`src/rtl/id_ex_stage.sv`:
```
// -----------------------------------------------------------------------------
// id_ex_stage
//
// Decode-to-execute pipeline register and ALU operand select. Captures the
// decoded instruction on each accepted edge, forwards EX/MEM and MEM/WB
// results onto the registered source operands, selects PC/immediate operands
// and flags load-use hazards for the upstream hazard unit.
//
// Ports
//   clk, rst                 clock (rising edge), async active-high reset
//   stall, flush             hold stage / load a bubble (flush wins)
//   id_*                     decoded instruction from the ID stage
//   exmem_*, memwb_*         destination, write-enable and result of the two
//                            older in-flight instructions (forwarding sources)
//   ALUctrl, ALUop1, ALUop2  ALU operation and operands
//   ex_store_data            forwarded rs2, used as store data
//   ex_rd, ex_pc, ex_valid,
//   ex_reg_write,
//   ex_mem_read,
//   ex_mem_write             registered instruction info for later stages
//   load_use_hazard          combinational request to stall IF/ID
// -----------------------------------------------------------------------------
module id_ex_stage #(
   parameter int D_WIDTH = 32,
   parameter int A_WIDTH = 5
) (
   input  logic               clk,
   input  logic               rst,
   input  logic               stall,
   input  logic               flush,
   input  logic               id_valid,
   input  logic [A_WIDTH-1:0] id_rs1_addr,
   input  logic [A_WIDTH-1:0] id_rs2_addr,
   input  logic [A_WIDTH-1:0] id_rd_addr,
   input  logic [D_WIDTH-1:0] id_rs1_data,
   input  logic [D_WIDTH-1:0] id_rs2_data,
   input  logic [D_WIDTH-1:0] id_imm,
   input  logic [D_WIDTH-1:0] id_pc,
   input  logic [2:0]         id_alu_ctrl,
   input  logic               id_op1_pc,
   input  logic               id_op2_imm,
   input  logic               id_reg_write,
   input  logic               id_mem_read,
   input  logic               id_mem_write,
   input  logic [A_WIDTH-1:0] exmem_rd,
   input  logic [A_WIDTH-1:0] memwb_rd,
   input  logic               exmem_reg_write,
   input  logic               memwb_reg_write,
   input  logic [D_WIDTH-1:0] exmem_result,
   input  logic [D_WIDTH-1:0] memwb_result,
   output logic [2:0]         ALUctrl,
   output logic [D_WIDTH-1:0] ALUop1,
   output logic [D_WIDTH-1:0] ALUop2,
   output logic [D_WIDTH-1:0] ex_store_data,
   output logic [A_WIDTH-1:0] ex_rd,
   output logic               ex_valid,
   output logic               ex_reg_write,
   output logic               ex_mem_read,
   output logic               ex_mem_write,
   output logic [D_WIDTH-1:0] ex_pc,
   output logic               load_use_hazard
);

   logic               valid_q,     valid_d;
   logic [A_WIDTH-1:0] rs1_addr_q,  rs1_addr_d;
   logic [A_WIDTH-1:0] rs2_addr_q,  rs2_addr_d;
   logic [A_WIDTH-1:0] rd_q,        rd_d;
   logic [D_WIDTH-1:0] rs1_data_q,  rs1_data_d;
   logic [D_WIDTH-1:0] rs2_data_q,  rs2_data_d;
   logic [D_WIDTH-1:0] imm_q,       imm_d;
   logic [D_WIDTH-1:0] pc_q,        pc_d;
   logic [2:0]         alu_ctrl_q,  alu_ctrl_d;
   logic               op1_pc_q,    op1_pc_d;
   logic               op2_imm_q,   op2_imm_d;
   logic               reg_write_q, reg_write_d;
   logic               mem_read_q,  mem_read_d;
   logic               mem_write_q, mem_write_d;

   logic [D_WIDTH-1:0] fwd_rs1;
   logic [D_WIDTH-1:0] fwd_rs2;

   // Next-state: flush beats stall; a held stage keeps every field.
   always_comb begin
      valid_d     = valid_q;
      rs1_addr_d  = rs1_addr_q;
      rs2_addr_d  = rs2_addr_q;
      rd_d        = rd_q;
      rs1_data_d  = rs1_data_q;
      rs2_data_d  = rs2_data_q;
      imm_d       = imm_q;
      pc_d        = pc_q;
      alu_ctrl_d  = alu_ctrl_q;
      op1_pc_d    = op1_pc_q;
      op2_imm_d   = op2_imm_q;
      reg_write_d = reg_write_q;
      mem_read_d  = mem_read_q;
      mem_write_d = mem_write_q;
      if (flush) begin
         // Bubble: everything zeroed so a flushed slot looks like reset.
         valid_d     = 1'b0;
         rs1_addr_d  = '0;
         rs2_addr_d  = '0;
         rd_d        = '0;
         rs1_data_d  = '0;
         rs2_data_d  = '0;
         imm_d       = '0;
         pc_d        = '0;
         alu_ctrl_d  = 3'b000;
         op1_pc_d    = 1'b0;
         op2_imm_d   = 1'b0;
         reg_write_d = 1'b0;
         mem_read_d  = 1'b0;
         mem_write_d = 1'b0;
      end else if (!stall) begin
         valid_d     = id_valid;
         rs1_addr_d  = id_rs1_addr;
         rs2_addr_d  = id_rs2_addr;
         rd_d        = id_rd_addr;
         rs1_data_d  = id_rs1_data;
         rs2_data_d  = id_rs2_data;
         imm_d       = id_imm;
         pc_d        = id_pc;
         alu_ctrl_d  = id_alu_ctrl;
         op1_pc_d    = id_op1_pc;
         op2_imm_d   = id_op2_imm;
         // An empty decode slot must never write back or touch memory.
         reg_write_d = id_reg_write & id_valid;
         mem_read_d  = id_mem_read  & id_valid;
         mem_write_d = id_mem_write & id_valid;
      end
   end

   always_ff @(posedge clk or posedge rst) begin
      if (rst) begin
         valid_q     <= 1'b0;
         rs1_addr_q  <= '0;
         rs2_addr_q  <= '0;
         rd_q        <= '0;
         rs1_data_q  <= '0;
         rs2_data_q  <= '0;
         imm_q       <= '0;
         pc_q        <= '0;
         alu_ctrl_q  <= 3'b000;
         op1_pc_q    <= 1'b0;
         op2_imm_q   <= 1'b0;
         reg_write_q <= 1'b0;
         mem_read_q  <= 1'b0;
         mem_write_q <= 1'b0;
      end else begin
         valid_q     <= valid_d;
         rs1_addr_q  <= rs1_addr_d;
         rs2_addr_q  <= rs2_addr_d;
         rd_q        <= rd_d;
         rs1_data_q  <= rs1_data_d;
         rs2_data_q  <= rs2_data_d;
         imm_q       <= imm_d;
         pc_q        <= pc_d;
         alu_ctrl_q  <= alu_ctrl_d;
         op1_pc_q    <= op1_pc_d;
         op2_imm_q   <= op2_imm_d;
         reg_write_q <= reg_write_d;
         mem_read_q  <= mem_read_d;
         mem_write_q <= mem_write_d;
      end
   end

   // Forwarding: the younger EX/MEM result shadows MEM/WB; x0 is never
   // forwarded since it reads as constant zero.
   always_comb begin
      fwd_rs1 = rs1_data_q;
      if (exmem_reg_write && (exmem_rd != '0) && (exmem_rd == rs1_addr_q)) begin
         fwd_rs1 = exmem_result;
      end else if (memwb_reg_write && (memwb_rd != '0) && (memwb_rd == rs1_addr_q)) begin
         fwd_rs1 = memwb_result;
      end
   end

   always_comb begin
      fwd_rs2 = rs2_data_q;
      if (exmem_reg_write && (exmem_rd != '0) && (exmem_rd == rs2_addr_q)) begin
         fwd_rs2 = exmem_result;
      end else if (memwb_reg_write && (memwb_rd != '0) && (memwb_rd == rs2_addr_q)) begin
         fwd_rs2 = memwb_result;
      end
   end

   assign ALUctrl       = alu_ctrl_q;
   assign ALUop1        = op1_pc_q  ? pc_q  : fwd_rs1;
   assign ALUop2        = op2_imm_q ? imm_q : fwd_rs2;
   assign ex_store_data = fwd_rs2;
   assign ex_rd         = rd_q;
   assign ex_valid      = valid_q;
   assign ex_reg_write  = reg_write_q;
   assign ex_mem_read   = mem_read_q;
   assign ex_mem_write  = mem_write_q;
   assign ex_pc         = pc_q;

   // A load in EX cannot forward its data in time to a dependent instruction
   // sitting in decode; the hazard unit answers with flush + IF/ID stall.
   assign load_use_hazard = valid_q & mem_read_q & (rd_q != '0) &
                            ((rd_q == id_rs1_addr) | (rd_q == id_rs2_addr)) & id_valid;

endmodule
```
`config.mk`:
```
export PLATFORM = sky130hd
export DESIGN_NAME = id_ex_stage
export DESIGN_NICKNAME = d
export VERILOG_FILES = /design/src/rtl/id_ex_stage.sv
export SDC_FILE = /design/constraint.sdc
export NUM_CORES = 1
export LEC_CHECK = 0
export ABC_AREA = 1
export BUFFER_PORTS_ARGS = -buffer_cell sky130_fd_sc_hd__buf_2
export CAP_MARGIN = 20
export CORE_AREA = 2 2 144 146
export DETAILED_ROUTE_END_ITERATION = 8
export DIE_AREA = 0 0 146 148
export PLACE_DENSITY = 0.75
export SLEW_MARGIN = 20
export SYNTH_ARGS = -nofsm -noshare
export SYNTH_HDL_FRONTEND = slang
export SYNTH_SLANG_ARGS = --single-unit
```
`constraint.sdc`:
```
create_clock -name clk -period 12 [get_ports clk]
set_clock_uncertainty 0.15 [all_clocks]
set_input_delay 2.4 -clock clk [delete_from_list [all_inputs] [get_ports clk]]
set_output_delay 2.4 -clock clk [all_outputs]
set_load 0.03 [all_outputs]
```
======== After elaboration in Yosys (flattened, before gate mapping) ========
Index checks and enable logic that the tools add are counted.
storage, ports and cells
  register bits after elaboration ......... 152
  input bits .............................. 232
  output and inout bits ................... 141
  word-level logic and storage cells ...... 72
cells by class
  equal/unequal tests ..................... 7
  mux-type cells .......................... 34
  bitwise operators ....................... 8
  reductions and logical operators ........ 9
operator list
  operator                                                number
  two-way mux 32 bit                                      14
  equality test 5 bit                                     6
  two-way mux 5 bit                                       6
  nonzero test 5 bit                                      3
  two-way mux 1 bit                                       12
  AND 1 bit                                               7
  logical AND 1 bit                                       6
  two-way mux 3 bit                                       2
  inequality test 2 x 1 -> 1 bit (second input constant)  1
  bitwise OR 1 bit                                        1

======== Logic depth before layout (Yosys ltp) ========
Gate-level depths: netlist of run 1.
  depth after elaboration ................. 6
  gate-level depth with buffers ........... 11

======== Worst setup path before layout of run 1 ========
No wires, ideal clock.
  kind .................................... input port to output port
  start point ............................. in exmem_rd[2]
  end point ............................... out ALUop1[10]
  arrival ................................. 3.488 ns
  required time ........................... 9.450 ns
  slack ................................... 5.962 ns
  stages on the path ...................... 10
  path buffers ............................ 1
  cells stage by stage .................... nor2_1 -> nand2_1 -> o21ai_2 -> nor2_1 -> nand2_2 -> buf_6 -> o21bai_1 -> inv_1 -> nand2_1 -> nand2_1
between the ends
  word-level cells in the longest chain between the ends .. 5
  elaborated cells on any way between the ends .. 6
  classes of those cells .................. eq/ne: 1; mux: 2; reduce/logical: 3
RTL lines
  what                    line  source
  from (decl)             45    input logic [A_WIDTH-1:0] exmem_rd,
  nonzero test 5 bit      171   if (exmem_reg_write && (exmem_rd != '0) && (exmem_rd == rs1_addr_q)) begin
  logical AND 1 bit       171
  logical AND 1 bit (*)   171
  two-way mux 32 bit (*)  171
  two-way mux 32 bit (*)  188   assign ALUop1 = op1_pc_q ? pc_q : fwd_rs1;
  to (decl)               52    output logic [D_WIDTH-1:0] ALUop1,
Mark *: on every way between the ends. The rest lies on a longest branch, timed or not.

======== Final worst setup path of run 1 ========
  start point ............................. in exmem_rd[2]
  end point ............................... out ALUop2[29]
between the ends
  word-level cells in the longest chain between the ends .. 5
  elaborated cells on any way between the ends .. 6
  classes of those cells .................. eq/ne: 1; mux: 2; reduce/logical: 3
RTL lines
  what                    line  source
  nonzero test 5 bit      180   if (exmem_reg_write && (exmem_rd != '0) && (exmem_rd == rs2_addr_q)) begin
  logical AND 1 bit       180
  logical AND 1 bit (*)   180
  two-way mux 32 bit (*)  180
  two-way mux 32 bit (*)  189   assign ALUop2 = op2_imm_q ? imm_q : fwd_rs2;
  to (decl)               53    output logic [D_WIDTH-1:0] ALUop2,
Marks and branches as above.

==> results of run 1 <==
==> worst max-delay path by stage <==
stage | cells past startpoint | startpoint | slack, ns | end
2_1_floorplan | 1 | rst | 5.36 | ALUctrl[0]$_DFFE_PP0P_
3_3_place_gp | 8 | exmem_rd[2] | 4.24 | ALUop2[21]
3_5_place_dp | 8 | exmem_rd[2] | 4.20 | ALUop2[22]
4_1_cts | 8 | exmem_rd[2] | 4.17 | ALUop2[29]
5_1_grt | 8 | exmem_rd[2] | 4.01 | ALUop2[29]
6_report | 8 | exmem_rd[2] | 4.12 | ALUop2[29]
==> sequential cells by signal, summed over array words and instances (netlist names), 3 cells and up <==
name / flops
imm_q: 32
rs2_addr_q: 5
ALUctrl: 3
ex_rd: 5
rs1_addr_q: 5
rs2_data_q: 32
rs1_data_q: 32
ex_pc: 32
==> placed cells by master, fill, tap and decap left out, types with 21 or more instances in the layout <==
cell type / count
o21bai_1: 32
buf_2: 371
nand3_1: 261
nand3_2: 21
nand2_1: 527
dfrtp_1: 151
inv_1: 45
nand3b_1: 32
nand4_1: 35
and2_1: 32
==> routing by layer <==
| metal | up-vias | track usage | routed length [µm] |
|---|---|---|---|
| met3 | 93 | 0.0759 | 3580 |
| li1 | 4828 | - | - |
| met5 | - | 0 | 0 |
| met1 | 4907 | 0.442 | 14800 |
| met4 | 0 | 0.134 | 1350 |
| met2 | 624 | 0.513 | 16600 |
==> cell usage after synthesis, drive strengths merged <==
cell type | instances | share of area
nand2 | 529 | 0.21
nand3 | 282 | 0.16
dfrtp | 152 | 0.41
clkbuf | 51 | 0.021
inv | 48 | 0.019
buf | 47 | 0.031
nand4 | 35 | 0.024
nand3b | 33 | 0.027
and2 | 32 | 0.022
o21bai | 32 | 0.026
nor2 | 12 | 0.0070
xnor2 | 12 | 0.011
xor2 | 12 | 0.011
o21ai | 10 | 0.0058
a21oi | 3 | 0.0020
nor3 | 3 | 0.0028
o22ai | 2 | 0.0014
==> power by group through the flow <==
stage | Sequential [mW] | Clock (mW) | Combinational (mW)
after floorplan | 0.582 | 0 | 0.196
after global placement | 0.575 | 0 | 0.331
after detailed placement | 0.576 | 0 | 0.334
after CTS | 0.566 | 0.574 | 0.336
after global routing | 0.570 | 0.596 | 0.362
final | 0.567 | 0.572 | 0.337
==> kinds of logic (layout without fill, tap and decap cells) <==
family          after synthesis  after routing
compound gates               47             47
xor+xnor                     24             24
buf+inv                     146            460
flops                       152            152
other cells                   0              8
simple gates                926            926
==> layout make-up <==
cell class	instances	area, µm²
Antenna cell	8	20.0
Clock buffer	20	437
Timing Repair Buffer	380	1920
Clock inverter	12	175
Sequential cell	152	3810
Inverter	48	188
Multi-Input combinational cell	997	4830
Tap cell	270	338
Fill cell	1977	8320
==> critical path, cell delays in order <==
cell and delay (ns):
buf_2 0.12, xor2_1 0.17, nor2_4 0.76, nand3b_2 0.95
nand3_1 0.42, nand3_1 0.15, nand2_1 0.13, buf_2 0.20
==> impl_metrics.env, run 1 <==
export IMPL_cts_htree_levels=4
export IMPL_routed_via_density=5.54
export IMPL_syn2layout_area_growth_pct=26.5
export IMPL_worstSetupEndpointType="output port"
export IMPL_ir_drop_mv=0.0899
export IMPL_setup_worst_path_class="input pin to output port"
export IMPL_fin_cells=1887
export IMPL_overflow=0
export IMPL_startpoint_type="input pin"
export IMPL_grt_setup_unrepaired="no"
export IMPL_ff2ff_path_depth=2
export IMPL_hp_start="rs1_data_q[19]$_DFFE_PP0P_"
export IMPL_yosys_warnings=0
export IMPL_io_buffers=372
export IMPL_crit_fanout=33
export IMPL_first_pass_iters=5
export IMPL_ctsResizeCount=0
export IMPL_antenna_found_initial=8
export IMPL_rows=52
export IMPL_cts_buffers=17
export IMPL_fin_crit_sh=0.656
export IMPL_p_total_mw=1.48
export IMPL_drc=0
export IMPL_finalCriticalPeriod_ns=7.88
export IMPL_netlist_area_mm2=0.00927
export IMPL_wl_per_cell_um=19.3
export IMPL_power_frac_comb=0.228
export IMPL_hold_path_class="flip-flop to flip-flop"
export IMPL_drt_iter0_drc=983
export IMPL_initial_core_util=0.462
export IMPL_whs_endpoint="rs1_data_q[19]$_DFFE_PP0P_"
export IMPL_grt_pass1_vias=9813
export IMPL_drive_gt1_frac=0.277
export IMPL_yosys_area_share_simple=0.460
export IMPL_clockRootBuffer="clkbuf_16"
export IMPL_grt_max_degree=93
export IMPL_core_mm2=0.0200
export IMPL_numClockSinks=152
export IMPL_leakage_nw=6.79
export IMPL_power_clock_fraction=0.388
export IMPL_routed_wl_um=36300
export IMPL_syn_area_per_cell_um2=7.15
export IMPL_clk_path_buf_depth=2
export IMPL_postPlaceCellArea_mm2=0.0111
export IMPL_insertion_delay_ns=0.42
export IMPL_synth_xor_xnor_area_share=0.0227
export IMPL_die_area_mm2=0.0216
export IMPL_cp_required_ns=9.45
export IMPL_nNetsFinal=1828
export IMPL_synthAdderAreaFrac=0
export IMPL_grt_pass1_wl_um=55300
export IMPL_synth_compound_area_frac=0.0351
export IMPL_gp_congestion=0.987
export IMPL_slew_headroom=0.272
export IMPL_status="finished clean"
export IMPL_reg2reg_from="op1_pc_q$_DFFE_PP0P_"
export IMPL_antenna_left=0
export IMPL_syn_inst=1295
export IMPL_hold_viol_final=0
export IMPL_chipWidth_um=146
export IMPL_arrival_ns=5.33
export IMPL_place_inst=1847
export IMPL_max_freq_ghz=0.127
export IMPL_die_y_um=148
export IMPL_power_frac_seq=0.384
export IMPL_cts_setup_buffers=0
export IMPL_clkSlewWorstSetupHoldPaths_ns=0.06
export IMPL_whs_path_depth=2
export IMPL_tns_ns=0
export IMPL_p_int_uw=990
export IMPL_synth_distinct_cells=28
export IMPL_hpwl_um=25400
export IMPL_power_density_mw_per_mm2=126
export IMPL_final_cell_area_mm2=0.0117
export IMPL_setup_violations=0
export IMPL_num_io_pins=373
export IMPL_maxCapViolCount=0
export IMPL_r2r_slack_ns=10.64
export IMPL_slew_viol_final=0
export IMPL_hold_buffers=0
export IMPL_r2r_end="op1_pc_q$_DFFE_PP0P_"
export IMPL_p_switching_uw=487
export IMPL_seq_area_frac_synth=0.411
export IMPL_cts_tree="built"
export IMPL_vias=10500
export IMPL_fin_ws_ns=4.12
export IMPL_hold_ws_ns=0.359
export IMPL_muxShareOfSynthArea=0
export IMPL_grtUsageTotal=0.328
export IMPL_worst_pin_slew_ns=1.09
export IMPL_post_place_ws_ns=4.20
export IMPL_synth_seq_cells=152
export IMPL_synth_top_family_by_area="simple AND/OR/NAND/NOR gates"
export IMPL_netSwitchingFraction=0.330
export IMPL_fin_util=0.585
export IMPL_synth_nets=1527
(Power assumes the default switching activity.)
==> inputs of run 2 (changes only) <==
==> constraint.sdc (replaced) <==
create_clock -name clk -period 7.5 [get_ports clk]
set_clock_uncertainty 0.15 [all_clocks]
set_input_delay 1.5 -clock clk [delete_from_list [all_inputs] [get_ports clk]]
set_output_delay 1.5 -clock clk [all_outputs]
set_load 0.03 [all_outputs]
==> run 2 against run 1 <==
Effect of this change: via count is 1.1% lower; final cell count hardly changed; power up 54%; count of clock-buffer cells in the layout shrank 1; first-iteration DRC count decreased by 4.7%; global-route usage down 0.67 points; critical path depth up 2; sequential power rose by 59%; hold slack worse by 0.0054 ns; sequential share of layout area rose by 0.072 points; largest power group is now sequential cells.
==> impl_metrics.env, run 2 (synthesis results as in run 1) <==
export IMPL_routed_via_density=5.48
export IMPL_arrival_ns=4.38
export IMPL_netSwitchingFraction=0.343
export IMPL_final_common_cell="nand2_1"
export IMPL_nNetsFinal=1831
export IMPL_power_frac_seq=0.396
export IMPL_drc=0
export IMPL_antenna_found_initial=5
export IMPL_hold_buffers=0
export IMPL_hold_viol_final=0
export IMPL_setup_violations=0
export IMPL_setup_worst_path_class="input pin to output port"
export IMPL_fin_util=0.583
export IMPL_cpPeakStageDelay_ns=0.92
export IMPL_power_clock_fraction=0.367
export IMPL_reg2reg_from="op1_pc_q$_DFFE_PP0P_"
export IMPL_r2r_slack_ns=5.87
export IMPL_p_total_mw=2.28
export IMPL_num_io_pins=373
export IMPL_first_pass_iters=5
export IMPL_clk_path_buf_depth=2
export IMPL_cts_setup_buffers=0
export IMPL_numClockSinks=152
export IMPL_grt_max_degree=86
export IMPL_hpwl_um=24900
export IMPL_max_freq_ghz=0.166
export IMPL_hold_path_class="flip-flop to flip-flop"
export IMPL_finalCriticalPeriod_ns=6.03
export IMPL_crit_fanout=33
export IMPL_ir_drop_mv=0.145
export IMPL_die_y_um=148
export IMPL_critPathCapture="ALUop2[0]"
export IMPL_overflow=0
export IMPL_cp_num_buf_inv=2
export IMPL_maxCapViolCount=0
export IMPL_slew_viol_final=0
export IMPL_grtUsageTotal=0.321
export IMPL_leakage_nw=6.78
export IMPL_fin_crit_sh=0.804
export IMPL_cts_tree="built"
export IMPL_layout_common_cells="nand2_1 (528), buf_2 (371), nand3_1 (261)"
export IMPL_critical_path_cell_chain="buf_2 -> xnor2_1 -> nand2_1 -> nor2_4 -> nand3_2 -> nand2_1 -> nand3_1 -> nand3_1 -> nand2_1 -> buf_2"
export IMPL_initial_core_util=0.462
export IMPL_crit_top_cell="nand2_1"
export IMPL_power_density_mw_per_mm2=195
export IMPL_grt_pass1_wl_um=54400
export IMPL_worstSetupStartpoint="memwb_rd[0]"
export IMPL_startpoint_type="input pin"
export IMPL_hold_ws_ns=0.353
export IMPL_syn2layout_area_growth_pct=26.2
export IMPL_r2r_end="op1_pc_q$_DFFE_PP0P_"
export IMPL_slew_headroom=0.246
export IMPL_postPlaceCellArea_mm2=0.0111
export IMPL_die_area_mm2=0.0216
export IMPL_clkSlewWorstSetupHoldPaths_ns=0.06
export IMPL_ctsResizeCount=0
export IMPL_chipWidth_um=146
export IMPL_worst_pin_slew_ns=1.13
export IMPL_crit_family="simple AND/OR/NAND/NOR gates"
export IMPL_drt_iter0_drc=937
export IMPL_io_buffers=372
export IMPL_gp_congestion=0.973
export IMPL_p_switching_uw=781
export IMPL_routed_wl_um=35300
export IMPL_rows=52
export IMPL_cp_depth=10
export IMPL_clockRootBuffer="clkbuf_16"
export IMPL_status="finished clean"
export IMPL_final_cell_area_mm2=0.0117
export IMPL_drive_gt1_frac=0.279
export IMPL_tns_ns=0
export IMPL_wl_per_cell_um=18.7
export IMPL_grt_pass1_vias=9802
export IMPL_antenna_left=0
export IMPL_cp_required_ns=5.85
export IMPL_grt_setup_unrepaired="no"
export IMPL_power_frac_comb=0.237
export IMPL_fillers=1981
export IMPL_vias=10300
export IMPL_ff2ff_path_depth=3
export IMPL_cts_buffers=17
export IMPL_cts_htree_levels=4
export IMPL_slowest_stage="nand3_2"
export IMPL_insertion_delay_ns=0.43
export IMPL_core_mm2=0.0200
export IMPL_p_int_mw=1.50
export IMPL_worstSetupEndpointType="output port"
## run 2: how the worst min path moves through the flow
stage | from | end | slack, ns | depth (start not counted)
floorplan | imm_q[0]$_DFFE_PP0P_ | imm_q[0]$_DFFE_PP0P_ | 0.33 | 2
global placement | rs2_data_q[11]$_DFFE_PP0P_ | rs2_data_q[11]$_DFFE_PP0P_ | 0.34 | 2
detailed placement | ALUctrl[0]$_DFFE_PP0P_ | ALUctrl[0]$_DFFE_PP0P_ | 0.34 | 2
CTS | rs1_data_q[30]$_DFFE_PP0P_ | rs1_data_q[30]$_DFFE_PP0P_ | 0.36 | 2
global route | rs1_data_q[31]$_DFFE_PP0P_ | rs1_data_q[31]$_DFFE_PP0P_ | 0.37 | 2
finish | rs1_data_q[14]$_DFFE_PP0P_ | rs1_data_q[14]$_DFFE_PP0P_ | 0.35 | 2
## run 2: through the flow
stage          setup slack [ns]  std cells
2_1_floorplan              1.76       1295
3_3_place_gp               1.57       1849
3_5_place_dp               1.53       1850
4_1_cts                    1.54       1882
5_1_grt                    1.30       1884
6_report                   1.47       1886
## run 2: area by class of cell
cell class | count | area (µm²) | area share
antenna | 4 | 10.0 | 0.000856
clock buffer | 19 | 443 | 0.0379
clock inverter | 13 | 120 | 0.0103
inverter | 48 | 188 | 0.0161
multi-input combinational | 997 | 4830 | 0.413
sequential | 152 | 3800 | 0.325
tap | 270 | 338 | 0.0289
timing repair buffer | 383 | 1960 | 0.168
## run 2: tightest hold or removal path, delay by kind of cell, from the launching register on
family	cells	cell delay (ns)
and+or+nand+nor	2	0.13
DFF	1	0.34
## run 2: power by group through the flow
stage,logic [mW],registers [mW],clock network (mW)
4_1_cts,0.538,0.900,0.842
3_3_place_gp,0.531,0.914,0
2_1_floorplan,0.313,0.931,0
5_1_grt,0.583,0.906,0.885
3_5_place_dp,0.536,0.915,0
6_report,0.540,0.902,0.835
## run 2: per-layer routing
layer / GRT usage / vias up / part of all wire
met5: 0 / - / 0
met4: 0.126 / 0 / 0.028
met3: 0.0753 / 67 / 0.099
met2: 0.516 / 607 / 0.47
met1: 0.423 / 4830 / 0.40
li1: - / 4836 / -
==> inputs of run 3 (changes only) <==
--- a/config.mk
+++ b/config.mk
@@ -5,12 +5,12 @@
 export SDC_FILE = /design/constraint.sdc
 export NUM_CORES = 1
 export LEC_CHECK = 0
-export ABC_AREA = 1
+export ABC_AREA = 0
 export BUFFER_PORTS_ARGS = -buffer_cell sky130_fd_sc_hd__buf_2
 export CAP_MARGIN = 20
-export CORE_AREA = 2 2 144 146
+export CORE_AREA = 2 2 145 147
 export DETAILED_ROUTE_END_ITERATION = 8
-export DIE_AREA = 0 0 146 148
+export DIE_AREA = 0 0 147 149
 export PLACE_DENSITY = 0.75
 export SLEW_MARGIN = 20
 export SYNTH_ARGS = -nofsm -noshare
==> constraint.sdc (replaced) <==
create_clock -name clk -period 5.35 [get_ports clk]
set_clock_uncertainty 0.15 [all_clocks]
set_input_delay 1.07 -clock clk [delete_from_list [all_inputs] [get_ports clk]]
set_output_delay 1.07 -clock clk [all_outputs]
set_load 0.03 [all_outputs]
==> run 3 against run 2 <==
Effect of this change: power increased by 47%; wire length decreased by 11%; count of clock-buffer cells in the layout unchanged; die area increased by 1.4%; final cell count decreased by 15%; setup slack got worse by 0.90 ns; sequential share of layout area increased by 0.59 points; critical path depth decreased by 3; non-clock buffer count increased by 7; combinational power increased by 38%.
==> impl_metrics.env, run 3 <==
export IMPL_postPlaceCellArea_mm2=0.0108
export IMPL_slew_headroom=0.318
export IMPL_fin_crit_sh=0.893
export IMPL_grt_max_degree=94
export IMPL_hpwl_um=22200
export IMPL_slew_viol_final=0
export IMPL_ir_drop_mv=0.208
export IMPL_synth_xor_xnor_area_share=0.0288
export IMPL_initial_core_util=0.429
export IMPL_antenna_left=0
export IMPL_setup_worst_path_class="input pin to output port"
export IMPL_synth_edff_count=0
export IMPL_cts_tree="built"
export IMPL_cts_setup_buffers=0
export IMPL_first_pass_iters=5
export IMPL_power_clock_fraction=0.399
export IMPL_vias=8924
export IMPL_syn_inst=984
export IMPL_synth_distinct_cells=34
export IMPL_r2r_end="op1_pc_q$_DFFE_PP0P_"
export IMPL_drc=0
export IMPL_crit_fanout=32
export IMPL_netSwitchingFraction=0.310
export IMPL_num_io_pins=373
export IMPL_seq_area_frac_synth=0.432
export IMPL_arrival_ns=3.56
export IMPL_antenna_found_initial=1
export IMPL_finalCriticalPeriod_ns=4.78
export IMPL_drive_gt1_frac=0.337
export IMPL_insertion_delay_ns=0.43
export IMPL_power_frac_seq=0.378
export IMPL_netlist_top_cells_area="dfrtp_1 (43%), mux2i_1 (17%), nor2_1 (11%)"
export IMPL_grtUsageTotal=0.281
export IMPL_synth_compound_area_frac=0.126
export IMPL_worst_pin_slew_ns=1.02
export IMPL_layout_common_cells="buf_2 (370), nor2_1 (249), dfrtp_1 (150)"
export IMPL_final_common_cell="buf_2"
export IMPL_p_switching_mw=1.04
export IMPL_grt_pass1_vias=8958
export IMPL_netlist_area_mm2=0.00881
export IMPL_r2r_slack_ns=3.59
export IMPL_final_cell_area_mm2=0.0115
export IMPL_startpoint_type="input pin"
export IMPL_numClockSinks=152
export IMPL_overflow=0
export IMPL_grt_setup_unrepaired="no"
export IMPL_muxShareOfSynthArea=0.169
export IMPL_leakage_nw=6.03
export IMPL_worstSetupEndpointType="output port"
export IMPL_hold_viol_final=0
export IMPL_nNetsFinal=1540
export IMPL_cp_required_ns=4.13
export IMPL_whs_endpoint="imm_q[9]$_DFFE_PP0P_"
export IMPL_io_buffers=372
export IMPL_yosys_warnings=0
export IMPL_synth_most_common_cell="nor2_1"
export IMPL_hp_start="imm_q[9]$_DFFE_PP0P_"
export IMPL_grt_pass1_wl_um=48100
export IMPL_p_int_mw=2.31
export IMPL_power_frac_comb=0.223
export IMPL_synthFlopType="dfrtp_1"
export IMPL_chipWidth_um=147
export IMPL_synth_nets=1216
export IMPL_routed_via_density=5.59
export IMPL_synthAdderAreaFrac=0
export IMPL_synth_top_family_by_area="simple AND/OR/NAND/NOR gates"
export IMPL_synth_top_area_frac=0.432
export IMPL_setup_violations=0
export IMPL_yosys_area_share_simple=0.188
export IMPL_power_density_mw_per_mm2=292
export IMPL_die_area_mm2=0.0219
export IMPL_synth_seq_cells=152
export IMPL_core_mm2=0.0206
export IMPL_max_freq_ghz=0.209
export IMPL_maxCapViolCount=0
export IMPL_routed_wl_um=31600
export IMPL_clk_path_buf_depth=2
export IMPL_hold_path_class="flip-flop to flip-flop"
export IMPL_whs_path_depth=2
export IMPL_synthArstFlopShare=1.00
export IMPL_synth_area_leader_cell="dfrtp_1"
export IMPL_drt_iter0_drc=434
export IMPL_hold_buffers=0
export IMPL_gp_congestion=0.839
export IMPL_reg2reg_from="op1_pc_q$_DFFE_PP0P_"
export IMPL_wl_per_cell_um=19.8
export IMPL_syn_area_per_cell_um2=8.96
export IMPL_ff2ff_path_depth=3
export IMPL_cts_buffers=17
export IMPL_clkSlewWorstSetupHoldPaths_ns=0.06
export IMPL_synth_common_cells="nor2_1 (250), dfrtp_1 (152), mux2i_1 (149)"
export IMPL_tns_ns=0
export IMPL_syn2layout_area_growth_pct=30.3
export IMPL_rows=53
export IMPL_status="finished clean"
export IMPL_clockRootBuffer="clkbuf_16"
export IMPL_cts_htree_levels=4
export IMPL_die_y_um=149
export IMPL_ctsResizeCount=0
-- run 3: area by class of cell --
class,instances,area [µm²]
multi-input combinational,713,4540
tap,275,344
inverter,34,133
clock inverter,12,200
timing repair buffer,390,2020
clock buffer,19,443
antenna,1,2.50
fill,1887,9070
sequential,152,3810
-- run 3: worst max-delay path: stages --
cell and delay (ns):
buf_2 0.13, or4_4 0.58, a21oi_4 0.14, or3_2 0.66, a211oi_1 0.21, o31ai_1 0.49, buf_2 0.29
-- run 3: cells by family after synthesis --
kind of cell	count (synthesis)
compound gates	138
xor+xnor	29
buf+inv	119
flops	152
mux	149
simple gates	397
-- run 3: layer usage --
| metal | GRT usage | up-vias | routed length, µm |
|---|---|---|---|
| met5 | 0 | - | 0 |
| met4 | 0.124 | 0 | 1080 |
| met3 | 0.0654 | 75 | 2720 |
| met2 | 0.466 | 499 | 15300 |
| met1 | 0.354 | 4274 | 12500 |
| li1 | - | 4076 | - |
-- run 3: how the worst max path moves through the flow --
stage	depth (start not counted)	start	slack, ns	endpoint
after floorplan	1	rst	0.04	ALUctrl[0]$_DFFE_PP0P_
after global placement	7	memwb_rd[0]	0.63	ALUop2[0]
after detailed placement	7	memwb_rd[0]	0.59	ALUop2[0]
after CTS	7	memwb_rd[0]	0.58	ALUop2[0]
after global routing	7	memwb_rd[0]	0.50	ALUop2[0]
final	7	memwb_rd[0]	0.57	ALUop2[0]
-- run 3: metrics by stage --
step / cells / utilization / setup slack, ns / power, mW / hold slack (ns)
after floorplan: 984 / - / 0.0369 / 1.75 / 0.339
after global placement: 1564 / 0.527 / 0.626 / 2.02 / 0.351
after detailed placement: 1564 / 0.527 / 0.592 / 2.03 / 0.365
after CTS: 1595 / 0.559 / 0.582 / 3.37 / 0.379
after global routing: 1595 / 0.559 / 0.503 / 3.48 / 0.395
final: 1596 / 0.559 / 0.570 / 3.35 / 0.373
-- run 3: power groups by stage --
stage               sequential (mW)  combinational [mW]  clock [mW]
floorplan                      1.31               0.447           0
global placement               1.29               0.734           0
detailed placement             1.29               0.743           0
CTS                            1.27               0.745        1.36
global route                   1.28               0.799        1.41
finish                         1.27               0.746        1.34
